--- src/rtl/sseg_avalon_ctrl_if.sv ---
`default_nettype none
// +--------------------------------------------------------------------+
// | sseg_avalon_if : Avalon-MM slave port bundle for sseg_avalon_ctrl  |
// | Rev 1.0                                                            |
// +--------------------------------------------------------------------+
interface sseg_avalon_if;
  logic [3:0]  address;
  logic        chipselect;
  logic        write;
  logic [31:0] writedata;
  logic        read;
  logic [31:0] readdata;

  modport master (
    output address, chipselect, write, writedata, read,
    input  readdata
  );

  modport slave (
    input  address, chipselect, write, writedata, read,
    output readdata
  );
endinterface
`default_nettype wire

--- src/rtl/sseg_avalon_ctrl.sv ---
`default_nettype none
// +--------------------------------------------------------------------+
// | sseg_avalon_ctrl : double-buffered seven-segment display controller|
// | Rev 1.0                                                            |
// +--------------------------------------------------------------------+
module sseg_avalon_ctrl #(
  parameter int N_DIGITS  = 4,
  parameter int BLINK_DIV = 25_000_000
) (
  input  wire logic                    clk,
  input  wire logic                    reset_n,
  sseg_avalon_if.slave                 bus,
  output logic [7*N_DIGITS-1:0]        hex_n
);

  localparam int               CNT_W     = (BLINK_DIV > 1) ? $clog2(BLINK_DIV) : 1;
  localparam logic [CNT_W-1:0] CNT_MAX   = CNT_W'(BLINK_DIV - 1);
  localparam logic [3:0]       ADDR_CTRL = 4'd0;
  localparam logic [3:0]       ADDR_HEX  = 4'd1;
  localparam int               ADDR_RAW0 = 2;
  localparam logic [6:0]       SEG_DARK  = 7'h7F;

  function automatic logic [6:0] hex_decode(input logic [3:0] nib);
    case (nib)
      4'h0: return 7'h40;  4'h1: return 7'h79;  4'h2: return 7'h24;  4'h3: return 7'h30;
      4'h4: return 7'h19;  4'h5: return 7'h12;  4'h6: return 7'h02;  4'h7: return 7'h78;
      4'h8: return 7'h00;  4'h9: return 7'h10;  4'hA: return 7'h08;  4'hB: return 7'h03;
      4'hC: return 7'h46;  4'hD: return 7'h21;  4'hE: return 7'h06;  default: return 7'h0E;
    endcase
  endfunction

  logic [N_DIGITS-1:0]   blank_q, blank_d;
  logic [N_DIGITS-1:0]   blink_q, blink_d;
  logic                  enable_q, enable_d;
  logic                  auto_q, auto_d;
  logic [4*N_DIGITS-1:0] hex_sh_q, hex_sh_d;
  logic [4*N_DIGITS-1:0] hex_act_q, hex_act_d;
  logic [7:0]            raw_sh_q  [N_DIGITS];
  logic [7:0]            raw_sh_d  [N_DIGITS];
  logic [7:0]            raw_act_q [N_DIGITS];
  logic [7:0]            raw_act_d [N_DIGITS];
  logic [CNT_W-1:0]      cnt_q, cnt_d;
  logic                  phase_q, phase_d;
  logic [31:0]           readdata_q, readdata_d;
  logic [7*N_DIGITS-1:0] hex_n_q, hex_n_d;

  logic        w_wr;
  logic        w_rd;
  logic        w_wrap;
  logic [31:0] w_rd_mux;

  assign w_wr   = bus.chipselect & bus.write;
  assign w_rd   = bus.chipselect & bus.read;
  assign w_wrap = (cnt_q == CNT_MAX);

  assign bus.readdata = readdata_q;
  assign hex_n        = hex_n_q;

  // Register writes: shadow always, active on auto_commit or on a CTRL commit.
  always_comb begin
    blank_d   = blank_q;
    blink_d   = blink_q;
    enable_d  = enable_q;
    auto_d    = auto_q;
    hex_sh_d  = hex_sh_q;
    hex_act_d = hex_act_q;
    raw_sh_d  = raw_sh_q;
    raw_act_d = raw_act_q;
    if (w_wr && bus.address == ADDR_CTRL) begin
      blank_d  = bus.writedata[N_DIGITS-1:0];
      blink_d  = bus.writedata[8 +: N_DIGITS];
      enable_d = bus.writedata[16];
      auto_d   = bus.writedata[17];
      if (bus.writedata[31]) begin
        hex_act_d = hex_sh_q;
        raw_act_d = raw_sh_q;
      end
    end
    if (w_wr && bus.address == ADDR_HEX) begin
      hex_sh_d = bus.writedata[4*N_DIGITS-1:0];
      if (auto_q) hex_act_d = bus.writedata[4*N_DIGITS-1:0];
    end
    for (int k = 0; k < N_DIGITS; k++) begin
      if (w_wr && bus.address == 4'(ADDR_RAW0 + k)) begin
        raw_sh_d[k] = bus.writedata[7:0];
        if (auto_q) raw_act_d[k] = bus.writedata[7:0];
      end
    end
  end

  // Free-running blink divider.
  always_comb begin
    cnt_d   = w_wrap ? '0 : cnt_q + 1'b1;
    phase_d = phase_q ^ w_wrap;
  end

  // Reads always see the shadow copy, sampled before any same-cycle write.
  always_comb begin
    w_rd_mux = '0;
    if (bus.address == ADDR_CTRL) begin
      w_rd_mux[N_DIGITS-1:0]   = blank_q;
      w_rd_mux[8 +: N_DIGITS]  = blink_q;
      w_rd_mux[16]             = enable_q;
      w_rd_mux[17]             = auto_q;
    end else if (bus.address == ADDR_HEX) begin
      w_rd_mux[4*N_DIGITS-1:0] = hex_sh_q;
    end else begin
      for (int k = 0; k < N_DIGITS; k++) begin
        if (bus.address == 4'(ADDR_RAW0 + k)) w_rd_mux[7:0] = raw_sh_q[k];
      end
    end
    readdata_d = w_rd ? w_rd_mux : readdata_q;
  end

  always_comb begin
    hex_n_d = '1;
    for (int k = 0; k < N_DIGITS; k++) begin
      if (!enable_q || blank_q[k]) begin
        hex_n_d[7*k +: 7] = SEG_DARK;
      end else if (blink_q[k] && phase_q) begin
        hex_n_d[7*k +: 7] = SEG_DARK;
      end else if (raw_act_q[k][7]) begin
        hex_n_d[7*k +: 7] = ~raw_act_q[k][6:0];
      end else begin
        hex_n_d[7*k +: 7] = hex_decode(hex_act_q[4*k +: 4]);
      end
    end
  end

  always_ff @(posedge clk or negedge reset_n) begin
    if (!reset_n) begin
      blank_q    <= '0;
      blink_q    <= '0;
      enable_q   <= 1'b0;
      auto_q     <= 1'b1;
      hex_sh_q   <= '0;
      hex_act_q  <= '0;
      for (int k = 0; k < N_DIGITS; k++) begin
        raw_sh_q[k]  <= '0;
        raw_act_q[k] <= '0;
      end
      cnt_q      <= '0;
      phase_q    <= 1'b0;
      readdata_q <= '0;
      hex_n_q    <= '1;
    end else begin
      blank_q    <= blank_d;
      blink_q    <= blink_d;
      enable_q   <= enable_d;
      auto_q     <= auto_d;
      hex_sh_q   <= hex_sh_d;
      hex_act_q  <= hex_act_d;
      raw_sh_q   <= raw_sh_d;
      raw_act_q  <= raw_act_d;
      cnt_q      <= cnt_d;
      phase_q    <= phase_d;
      readdata_q <= readdata_d;
      hex_n_q    <= hex_n_d;
    end
  end

endmodule
`default_nettype wire

--- src/flat_wrapper.sv ---
// flat-port wrapper written by rule: the top's interface ports become plain ports
module sseg_avalon_ctrl_flat 
#(
  parameter int N_DIGITS  = 4,
  parameter int BLINK_DIV = 25_000_000
)
  (clk, reset_n, hex_n, bus_address, bus_chipselect, bus_write, bus_writedata, bus_read, bus_readdata);
  sseg_avalon_if bus_i ();
  input  wire logic clk;
  input  wire logic reset_n;
  output logic [7*N_DIGITS-1:0] hex_n;
  input wire logic [$bits(bus_i.address)-1:0] bus_address;
  input wire logic [$bits(bus_i.chipselect)-1:0] bus_chipselect;
  input wire logic [$bits(bus_i.write)-1:0] bus_write;
  input wire logic [$bits(bus_i.writedata)-1:0] bus_writedata;
  input wire logic [$bits(bus_i.read)-1:0] bus_read;
  output wire logic [$bits(bus_i.readdata)-1:0] bus_readdata;
  assign bus_i.address = bus_address;
  assign bus_i.chipselect = bus_chipselect;
  assign bus_i.write = bus_write;
  assign bus_i.writedata = bus_writedata;
  assign bus_i.read = bus_read;
  assign bus_readdata = bus_i.readdata;
  sseg_avalon_ctrl #(.N_DIGITS(N_DIGITS), .BLINK_DIV(BLINK_DIV)) u_core (.clk(clk), .reset_n(reset_n), .bus(bus_i), .hex_n(hex_n));
endmodule
--- config.mk ---
export PLATFORM = sky130hd
export DESIGN_NAME = sseg_avalon_ctrl_flat
export DESIGN_NICKNAME = d
export VERILOG_FILES = /design/src/rtl/sseg_avalon_ctrl_if.sv /design/src/rtl/sseg_avalon_ctrl.sv /design/src/flat_wrapper.sv
export SDC_FILE = /design/constraint.sdc
export NUM_CORES = 1
export LEC_CHECK = 0
export ABC_AREA = 1
export CAP_MARGIN = 20
export CORE_MARGIN = 5
export CORE_UTILIZATION = 45
export DETAILED_ROUTE_END_ITERATION = 12
export PLACE_DENSITY = 0.73
export SETUP_SLACK_MARGIN = 0.2
export SYNTH_ARGS = -nofsm -noshare
export SYNTH_HDL_FRONTEND = slang
export SYNTH_SLANG_ARGS = --single-unit
--- constraint.sdc ---
create_clock -name clk -period 1.73 [get_ports clk]
set_clock_uncertainty 0.1 [all_clocks]
set_input_delay 0.4325 -clock clk [delete_from_list [all_inputs] [get_ports clk]]
set_output_delay 0.4325 -clock clk [all_outputs]
set_load 0.005 [all_outputs]
==> reports/summary.txt <==
Starting Density -> 46.03%
Clock latency on the worst-skew pair -> 0.44 ns
Clock buffer depth -> 2
Area Overhead vs Synth -> 27.96%
CP max stage delay -> 0.54 ns
Combinational family with the most area after synthesis -> simple AND/OR/NAND/NOR gates
Post-Synth Simple-Gate Area -> 24.94%
Switch Pwr -> 4.343 mW
Worst EP arrival -> 1.06 ns
Final setup vio count -> 0
Final worst slack -> 0.1359 ns
Die area -> 0.02389 mm²
Total gr overflow -> 0
Via count -> 8579
Synth warnings -> 0
P_leak -> 5.718 nW
Status -> finished, final reports clean
Final wirelength -> 26070 µm
Clock-pin slew on the worst setup and hold paths -> 0.07 ns
Post-Syn Area per Cell -> 7.942 µm²
Synth cell types -> 34
Routability congestion estimate -> 0.9021
Clk sinks -> 178
Drt wl/cell -> 16.20 µm
Number of synthesized flops with an enable pin -> 0
Synth Instances -> 1184
Critical-path maximum fanout -> 1
#FFs+latches synth -> 178
Power Density -> 1074 mW/mm²
Cell Chain, Critical Path -> buf_6
Net Sw Frac -> 33.62%
Core Box Area -> 0.02043 mm²
Unrepaired setup endpoints after global routing -> true
Worst reg2reg path endpoint -> u_core.hex_n[16]$_DFF_PN1_
Buf+Inv Stages, Crit Path -> 1
Post-DP HPWL -> 17670 µm
Initial antenna violation count -> 0
Core Util, Final -> 58.89%
Worst r2r src -> u_core.hex_act_q[8]$_DFF_PN0_
Largest net degree at the start of global routing -> 57
IO Pins -> 101
Crit path max-delay family -> flip-flops
Peak supply drop -> 0.6905 mV
Vias per Instance -> 5.332
Post-Synth Adder-Cell Area -> 3.859%
Pint -> 8.575 mW
FF+latch area -> 0.004504 mm²
Reg-to-reg setup timing slack -> 0.19 ns
Number of global-route vias before repair -> 8152
CP endpoint kind -> output pin
Compound-Gate Fraction of Synth Area -> 12.88%
Fmax -> 627.3 MHz
Slowest-stage cell, CP -> dfstp_2
Tmin final -> 1.594 ns
Max-cap violations -> 0
Post-synth design cell area -> 0.009403 mm²
Detailed Route Iter0 Violations -> 725
Worst Path Required -> 1.20 ns
Part of the power in registers -> 45.0%
Total Routing Usage GR -> 21.49%
Final Hold Viols -> 0
Vert. Die Dim -> 154.6 µm
Final Max Tran Viols -> 0
Hold slack -> 0.3247 ns
# fillers -> 1779
Rows -> 52
Xor-xnor portion of the synthesized cell area -> 1.304%
Clock root cell -> clkbuf_16
Worst r2r path cells -> 5
Quantity of I/O buffers inserted on ports -> 73
Post-route ant nets -> 0
Min-Delay Path Class -> input port to asynchronous set/reset pin
Area of the multi-input gates -> 0.004369 mm²
CTS Buf Count -> 17
Pre-CTS setup slack -> -0.4961 ns
Clock power share -> 29.6%
Post-synthesis sequential area ratio -> 47.76%
Worst setup SP type -> register
H-tree Lvls -> 4
Chip width -> 154.6 µm
Layout cell share with drive strength beyond 1 -> 21.88%
First-pass iteration count of the detailed router -> 5
Crit Path Class -> register to output pin
First-pass GRT wire length -> 41480 µm
Diodes inserted -> 0
CTS tree -> built
Comb pwr share -> 25.4%
Most used DFF post-synth -> dfrtp_1
Post-synthesis mux area share -> 0%
Drt drc -> 0
Final net count -> 1396
Async SR Flop Fraction -> 100.0%
Tcrit/Tclk final -> 92.15%
==> cell families after synthesis <==
| family | count (synthesis) |
|---|---|
| flip-flops | 178 |
| adder cells (fa/ha/maj) | 29 |
| AO/OA/AOI/OAI | 221 |
| buffers and inverters | 198 |
| AND/OR/NAND/NOR | 543 |
| other | 1 |
| XOR/XNOR | 14 |
==> power groups by stage <==
stage	clock network (mW)	logic, mW	registers, mW
2_1_floorplan	0	2.05	5.58
4_1_cts	3.84	3.18	5.78
3_3_place_gp	0	3.16	5.80
6_report	3.82	3.28	5.82
5_1_grt	4.04	3.72	5.93
3_5_place_dp	0	3.21	5.82
==> what timing repair did <==
item                                    in CTS  in global routing
pin swaps                                    7                 25
hold buffers                                 1                  0
buffers inserted                            13                 14
endpoints found under the setup margin     136                120
gates cloned                                 6                  2
gates resized for setup                    237                 93
hold endpoints to repair                    10                  0
==> how the worst max path moves through the flow <==
stage / startpoint / to / cells past startpoint
floorplan: u_core.cnt_q[0]$_DFF_PN0_ / u_core.cnt_q[0]$_DFF_PN0_ / 9
global placement: bus_address[3] / u_core.bus.readdata[2]$_DFFE_PN0P_ / 10
detailed placement: bus_address[3] / u_core.bus.readdata[4]$_DFFE_PN0P_ / 10
CTS: u_core.hex_n[3]$_DFF_PN1_ / hex_n[3] / 1
global route: u_core.hex_act_q[10]$_DFF_PN0_ / u_core.hex_n[17]$_DFF_PN1_ / 7
finish: u_core.hex_n[18]$_DFF_PN1_ / hex_n[18] / 1
==> placed cells by master, fill, tap and decap left out, types with 27 or more instances in the layout <==
| cell type | synthesis | layout |
|---|---|---|
| dfstp_2 | 29 | 28 |
| buf_4 | 23 | 63 |
| dfrtp_1 | 149 | 141 |
| o211ai_1 | 29 | 29 |
| nand3_1 | 134 | 132 |
| o21ai_1 | 21 | 30 |
| nor2_1 | 88 | 57 |
| buf_2 | 12 | 27 |
| inv_1 | 130 | 125 |
| ha_1 | 29 | 28 |
| nor2_4 | 8 | 27 |
| a21oi_1 | 27 | 27 |
| o21ai_0 | 127 | 117 |
| nand2_1 | 282 | 273 |
==> through the flow <==
step           std cells  instance area, µm²  setup TNS (ns)  total power, mW
6_report            1609               12030               0            12.92
5_1_grt             1609               12030               0            13.69
4_1_cts             1593               11610               0            12.80
3_5_place_dp        1541               10770          -35.80            9.036
3_3_place_gp        1541               10770          -32.73            8.961
2_1_floorplan       1197                9484               0            7.630
==> flip-flops by register name, indices dropped and copies added, names as in the netlist <==
name / cells
u_core.raw_sh_q: 32
u_core.bus.readdata: 18
u_core.hex_act_q: 16
u_core.phase_q: 1
u_core.auto_q: 1
u_core.enable_q: 1
u_core.raw_act_q: 32
u_core.cnt_q: 25
u_core.blink_q: 4
u_core.blank_q: 4
u_core.hex_sh_q: 16
u_core.hex_n: 28
==> cells in the mapped netlist (2+ instances only) <==
master	instances	area (µm²)
inv_2	5	18.77
nor2_2	3	18.77
nor3_1	9	45.04
o22ai_1	4	25.02
nand3_1	134	670.6
clkbuf_1	19	71.32
nand4_1	2	12.51
inv_1	130	488.0
nand2_2	10	62.56
dfstp_2	29	762.0
o21ai_1	21	105.1
ha_1	29	362.9
dfrtp_1	149	3729
buf_6	3	33.78
buf_2	12	60.06
o211ai_1	29	217.7
nor2_4	8	90.09
a31oi_1	4	25.02
xor2_1	12	105.1
a21oi_1	27	135.1
o21ai_0	127	635.6
xnor2_1	2	17.52
nor2_1	88	330.3
nand3b_1	6	45.04
a21boi_0	4	30.03
a211oi_1	3	22.52
nand2_1	282	1059
clkinv_1	5	18.77
buf_4	23	172.7
==> area by class of cell <==
| type | instances | share of cell area (%) |
|---|---|---|
| sequential | 178 | 37.44 |
| multi-input combinational | 821 | 36.31 |
| timing repair buffer | 168 | 14.23 |
| inverter | 140 | 4.409 |
| clock buffer | 19 | 3.765 |
| tap | 270 | 2.808 |
| clock inverter | 13 | 1.040 |
==> per-layer routing <==
layer  track usage (%)  wire length, µm
met1             29.83            11270
met4             6.518              614
met3             4.051             1711
met5                 0                0
met2             34.44            12470
Note: power is estimated with default switching activity, not from simulation.
